<file path="src/rtl/systolic_feeder.sv">
// Operand feeder/sequencer for the MAC systolic array: captures A and B, clears the
// array, then streams skewed rows of A and columns of B into the array edges.

module systolic_feeder_lane #(
    parameter int DATA_WIDTH = 8,
    parameter int K_DIM      = 2,
    parameter int LANE       = 0,
    parameter int TW         = 3
) (
    input  logic                        i_clk,
    input  logic                        i_rst_n,
    input  logic                        i_en,
    input  logic [TW-1:0]               i_t,
    input  logic [K_DIM*DATA_WIDTH-1:0] i_vec,
    output logic [DATA_WIDTH-1:0]       o_data
);
    // One extra bit so t < LANE wraps to a value no k index can ever match.
    logic [TW:0]           w_k;
    logic [DATA_WIDTH-1:0] w_sel;

    assign w_k = {1'b0, i_t} - (TW+1)'(LANE);

    always_comb begin
        w_sel = '0;
        if (i_en) begin
            for (int k = 0; k < K_DIM; k++) begin
                if (w_k == (TW+1)'(k)) w_sel = i_vec[k*DATA_WIDTH +: DATA_WIDTH];
            end
        end
    end

    always_ff @(posedge i_clk or negedge i_rst_n) begin
        if (!i_rst_n) o_data <= '0;
        else          o_data <= w_sel;
    end
endmodule

module systolic_feeder #(
    parameter int DATA_WIDTH  = 8,
    parameter int A_ROWS      = 2,
    parameter int B_COLS      = 2,
    parameter int K_DIM       = 2,
    parameter int MAC_LATENCY = 1
) (
    input  logic                                 i_clk,
    input  logic                                 i_rst_n,
    input  logic                                 i_start,
    input  logic [A_ROWS*K_DIM*DATA_WIDTH-1:0]   i_a_mat,
    input  logic [K_DIM*B_COLS*DATA_WIDTH-1:0]   i_b_mat,
    output logic [A_ROWS*DATA_WIDTH-1:0]         o_a,
    output logic [B_COLS*DATA_WIDTH-1:0]         o_b,
    output logic                                 o_array_clear,
    output logic                                 o_busy,
    output logic                                 o_done
);
    localparam int T  = K_DIM + A_ROWS + B_COLS - 2;
    localparam int TW = $clog2(T + MAC_LATENCY + 1);
    localparam logic [TW-1:0] T_LAST = TW'(T - 1);
    localparam logic [TW-1:0] D_LAST = TW'(T + MAC_LATENCY - 1);

    localparam logic [2:0] ST_IDLE  = 3'd0;
    localparam logic [2:0] ST_CLEAR = 3'd1;
    localparam logic [2:0] ST_FEED  = 3'd2;
    localparam logic [2:0] ST_DRAIN = 3'd3;
    localparam logic [2:0] ST_DONE  = 3'd4;

    logic [2:0]                               r_state, w_nstate;
    logic [TW-1:0]                            r_t, w_nt;
    logic [A_ROWS*K_DIM*DATA_WIDTH-1:0]       r_a_mat;
    logic [K_DIM*B_COLS*DATA_WIDTH-1:0]       r_b_mat;
    logic                                     r_clear, r_busy, r_done;
    logic                                     w_capture, w_feed;

    assign w_capture = (r_state == ST_IDLE) && i_start;

    always_comb begin
        w_nstate = r_state;
        w_nt     = r_t;
        case (r_state)
            ST_IDLE: begin
                w_nt = '0;
                if (i_start) w_nstate = ST_CLEAR;
            end
            ST_CLEAR: begin
                w_nt     = '0;
                w_nstate = ST_FEED;
            end
            ST_FEED: begin
                w_nt = r_t + 1'b1;
                if (r_t == T_LAST) w_nstate = (MAC_LATENCY == 0) ? ST_DONE : ST_DRAIN;
            end
            ST_DRAIN: begin
                // t keeps counting through drain; sized so it never wraps.
                w_nt = r_t + 1'b1;
                if (r_t == D_LAST) w_nstate = ST_DONE;
            end
            ST_DONE: begin
                w_nt     = '0;
                w_nstate = ST_IDLE;
            end
            default: begin
                w_nt     = '0;
                w_nstate = ST_IDLE;
            end
        endcase
    end

    assign w_feed = (w_nstate == ST_FEED);

    // Outputs are registered from the next-state view so they line up with the state.
    always_ff @(posedge i_clk or negedge i_rst_n) begin
        if (!i_rst_n) begin
            r_state <= ST_IDLE;
            r_t     <= '0;
            r_a_mat <= '0;
            r_b_mat <= '0;
            r_clear <= 1'b0;
            r_busy  <= 1'b0;
            r_done  <= 1'b0;
        end else begin
            r_state <= w_nstate;
            r_t     <= w_nt;
            if (w_capture) begin
                r_a_mat <= i_a_mat;
                r_b_mat <= i_b_mat;
            end
            r_clear <= (w_nstate == ST_CLEAR);
            r_busy  <= (w_nstate == ST_CLEAR) || (w_nstate == ST_FEED) || (w_nstate == ST_DRAIN);
            r_done  <= (w_nstate == ST_DONE);
        end
    end

    assign o_array_clear = r_clear;
    assign o_busy        = r_busy;
    assign o_done        = r_done;

    for (genvar gi = 0; gi < A_ROWS; gi++) begin : g_arow
        systolic_feeder_lane #(
            .DATA_WIDTH (DATA_WIDTH),
            .K_DIM      (K_DIM),
            .LANE       (gi),
            .TW         (TW)
        ) u_lane (
            .i_clk   (i_clk),
            .i_rst_n (i_rst_n),
            .i_en    (w_feed),
            .i_t     (w_nt),
            .i_vec   (r_a_mat[gi*K_DIM*DATA_WIDTH +: K_DIM*DATA_WIDTH]),
            .o_data  (o_a[gi*DATA_WIDTH +: DATA_WIDTH])
        );
    end

    // B is stored row-major; gather each column into a contiguous K vector.
    for (genvar gj = 0; gj < B_COLS; gj++) begin : g_bcol
        logic [K_DIM*DATA_WIDTH-1:0] w_bcol;
        for (genvar gk = 0; gk < K_DIM; gk++) begin : g_k
            assign w_bcol[gk*DATA_WIDTH +: DATA_WIDTH] =
                r_b_mat[(gk*B_COLS+gj)*DATA_WIDTH +: DATA_WIDTH];
        end
        systolic_feeder_lane #(
            .DATA_WIDTH (DATA_WIDTH),
            .K_DIM      (K_DIM),
            .LANE       (gj),
            .TW         (TW)
        ) u_lane (
            .i_clk   (i_clk),
            .i_rst_n (i_rst_n),
            .i_en    (w_feed),
            .i_t     (w_nt),
            .i_vec   (w_bcol),
            .o_data  (o_b[gj*DATA_WIDTH +: DATA_WIDTH])
        );
    end
endmodule

</file>
<file path="config.mk">
export PLATFORM = sky130hd
export DESIGN_NAME = systolic_feeder
export DESIGN_NICKNAME = d
export VERILOG_FILES = /design/src/rtl/systolic_feeder.sv
export SDC_FILE = /design/constraint.sdc
export NUM_CORES = 1
export LEC_CHECK = 0
export CORE_MARGIN = 2
export CORE_UTILIZATION = 40
export DETAILED_ROUTE_END_ITERATION = 10
export GPL_TIMING_DRIVEN = 0
export MAX_ROUTING_LAYER = met4
export PLACE_DENSITY = 0.67
export SYNTH_ARGS = -nofsm -noshare
export SYNTH_HDL_FRONTEND = slang
export SYNTH_SLANG_ARGS = --single-unit
export TNS_END_PERCENT = 30
</file>
<file path="constraint.sdc">
create_clock -name i_clk -period 5.55 [get_ports i_clk]
set_clock_uncertainty 0.2 [all_clocks]
set_input_delay 0.555 -clock i_clk [delete_from_list [all_inputs] [get_ports i_clk]]
set_output_delay 0.555 -clock i_clk [all_outputs]
set_load 0.05 [all_outputs]
</file>
==> results.py <==
metrics = {
    "pwr": {
        "ir_drop_mv": 0.198,
        "p_total_mw": 3.15,
        "leakage_nw": 2.32,
        "powerDensity_nw_per_um2": 568,
    },
    "floorplan": {
        "dieArea_sq_um": 11200,
        "die_w_um": 106,
        "num_rows": 37,
        "die_h_um": 106,
        "top_level_ports": 102,
        "core-area_sq_um": 10200,
        "initial_utilization_pct": 40.6,
    },
    "job": {
        "drv_cap": 0,
    },
    "min_path": {
        "min_path_type": "primary input to async pin",
    },
    "yosys": {
        "yosysWarnings": 0,
        "synth_area_sq_um": 4130,
        "synth_cell_types": 29,
        "ys_seq_area_share_pct": 63.6,
        "syn-mean-instance-area_sq_um": 13.7,
        "yosys.area.top_type_share_pct": 63.6,
        "synth.top_cells.by_area": "dfrtp_1 (64%), mux2_2 (17%), a22oi_1 (2.9%), nand3_1 (2.2%), a21oi_1 (2.1%)",
        "ys_ff_latch": 105,
        "syn_inst": 301,
        "syn-num-nets": 371,
        "yosysTopAreaCell": "dfrtp_1",
    },
    "layout": {
        "utilization_pct": 54.5,
        "synthToLayoutAreaGrowth_pct": 34.3,
        "seqCellArea_sq_um": 2630,
        "multi_input_area_sq_um": 1350,
        "drive_above_1_share_pct": 22.9,
        "fin_nets": 484,
        "fill_cells": 904,
        "num_antenna_cells": 0,
    },
    "setup_path": {
        "end_kind": "register",
        "worstPathRequired_ps": 5630,
        "crit_arrival_ps": 2520,
        "start_kind": "register",
        "crit_type": "register to register",
        "path_max_fanout": 10,
    },
    "grt": {
        "track_usage_pct": 17.7,
        "grt_max_degree": 57,
        "antenna_found_initial": 0,
        "grt_overflow_total": 0,
        "grt_first_pass_wirelength_um": 14700,
        "first_global_vias": 2842,
    },
    "routing": {
        "via_count": 2772,
        "viasPerCell": 4.99,
        "ant_nets": 0,
        "drt-total-wl_um": 8980,
        "drtIter0Drc": 98,
        "wl_per_cell_um": 16.2,
        "drc_errors": 0,
        "firstDrtPassIters": 4,
    },
    "clock_network": {
        "cts_inserted_buffers": 9,
        "post_cts_buffers": 0,
        "clk_latency_ps": 370,
        "ctsLongestPathBuffers": 2,
        "clk_pin_slew_worst_paths_ps": 110,
        "cts_tree": "done",
        "ctsHoldBuffers": 0,
        "root_buffer": "clkbuf_8",
        "htreeDepth": 3,
        "ctsResizeCount": 0,
        "clkSinkCount": 105,
    },
    "sta": {
        "rsz0062_at_grt": "false",
        "period_needed_ps": 2440,
        "post-route-period-util_pct": 43.9,
        "slew_viol_final": 0,
        "timing.hold.ws_ps": -8.48,
        "setup_viol": 0,
        "relSlewSlack_pct": 56.5,
        "setup_slack_ps": 3110,
        "fmax_ghz": 0.410,
        "tightest_slew_ps": 652,
        "hold_viol_final": 6,
    },
    "placement": {
        "gp_congestion": 0.792,
        "dpl_worst_slack_ps": 3030,
        "dp_hpwl_um": 6270,
        "io_buffers": 101,
    },
    "outcome": {
        "violations": "hold timing",
        "outcome": "finished, violations left",
    },
}
flip-flops by register name (all words and copies together), names as in the netlist:
| register | count |
|---|---|
| o_busy | 1 |
| o_done | 1 |
| o_array_clear | 1 |
| r_b_mat | 32 |
| r_t | 3 |
| r_a_mat | 32 |
| r_state | 3 |
| g_bcol.u_lane.o_data | 16 |
| g_arow.u_lane.o_data | 16 |
layer usage:
layer	vias up	global-route usage (%)	wire, um	part of all wire (%)
met5	-	-	0	0
met1	1401	22.8	4080	45
met4	0	8.27	230	2.6
met3	18	2.91	313	3.5
met2	63	27.7	4350	48
li1	1290	-	-	-
placed cells by master (no fill, tap or decap), types with 2 or more instances in the layout:
| cell | count |
|---|---|
| dfrtp_1 | 105 |
| clkdlybuf4s50_1 | 100 |
| mux2_2 | 61 |
| nor2_1 | 21 |
| nand3_1 | 18 |
| a21oi_1 | 17 |
| o21ai_0 | 16 |
| a22oi_1 | 16 |
| clkbuf_8 | 9 |
| clkbuf_1 | 8 |
| buf_6 | 6 |
| buf_2 | 5 |
| inv_1 | 4 |
| buf_4 | 3 |
| mux2_1 | 3 |
| ha_1 | 3 |
| nor2b_1 | 2 |
| clkinv_4 | 2 |
| inv_8 | 2 |
layout make-up:
cell class / count / area share, %
Buffer: 21 / 2.48
Clock buffer: 9 / 2.23
Clock inverter: 7 / 1.56
Inverter: 4 / 0.271
Multi-Input combinational cell: 171 / 24.4
Sequential cell: 105 / 47.4
Tap cell: 136 / 3.07
Timing Repair Buffer: 102 / 18.7
worst paths after layout:
kind / start / slack, ps / end / cells past startpoint
min: i_rst_n / -8 / g_arow[0].u_lane.o_data[5] / 1
max in group asynchronous: i_rst_n / 4450 / r_b_mat[11] / 2
min reg2reg: r_a_mat[3] / 300 / r_a_mat[3] / 1
max: r_t[0] / 3110 / g_bcol[0].u_lane.o_data[4] / 7
max reg2reg: r_t[0] / 3110 / g_bcol[0].u_lane.o_data[4] / 7
min in group i_clk: r_a_mat[3] / 300 / r_a_mat[3] / 1
cells in the mapped netlist:
cell and number:
or2_2 1, nor4b_2 1, inv_1 4, o21bai_1 1, nand2b_4 1, and2_1 1, nor2_1 21, clkbuf_1 8
a22oi_1 16, o21a_1 1, a21oi_1 17, nand3_1 18, a41oi_1 1, buf_4 2, o21ai_0 16, dfrtp_1 105
nand2_1 1, nor3b_2 1, mux2_1 3, mux2_2 61, buf_2 5, or4b_1 1, nor2b_1 2, buf_6 6
nor3b_1 1, mux2i_1 1, ha_1 3, and3b_1 1, o31a_1 1
critical path: stages, from the launching register on:
cell,delay (ps)
dfrtp_1,450
ha_1,220
ha_1,320
nor2b_1,130
clkbuf_1,270
clkbuf_1,420
nand3_1,130
a21oi_1,220
report_power, final:
group	internal [mW]	switching [mW]	leakage (nW)
sequential	1.10	0.155	1.30
combinational	0.588	0.806	0.914
clock	0.218	0.278	0.104
metrics by stage:
step,cell area (sq um),cells,TNS [ps],hold WS [ps]
floorplan,4130,301,0,59.4
global placement,5310,538,-19530,271
detailed placement,5340,539,0,272
CTS,5550,555,0,6.55
global route,5550,555,0,21.8
finish,5550,555,0,-8.48
cell families after synthesis:
kind of cell / count (synthesis) / synth area share [%]
flops: 105 / 63.6
mux: 65 / 17.7
compound gates: 53 / 7.69
simple gates: 50 / 6.42
buf+inv: 25 / 3.69
fa+ha+maj: 3 / 0.909
No activity file was read; power rests on OpenSTA's default activity.
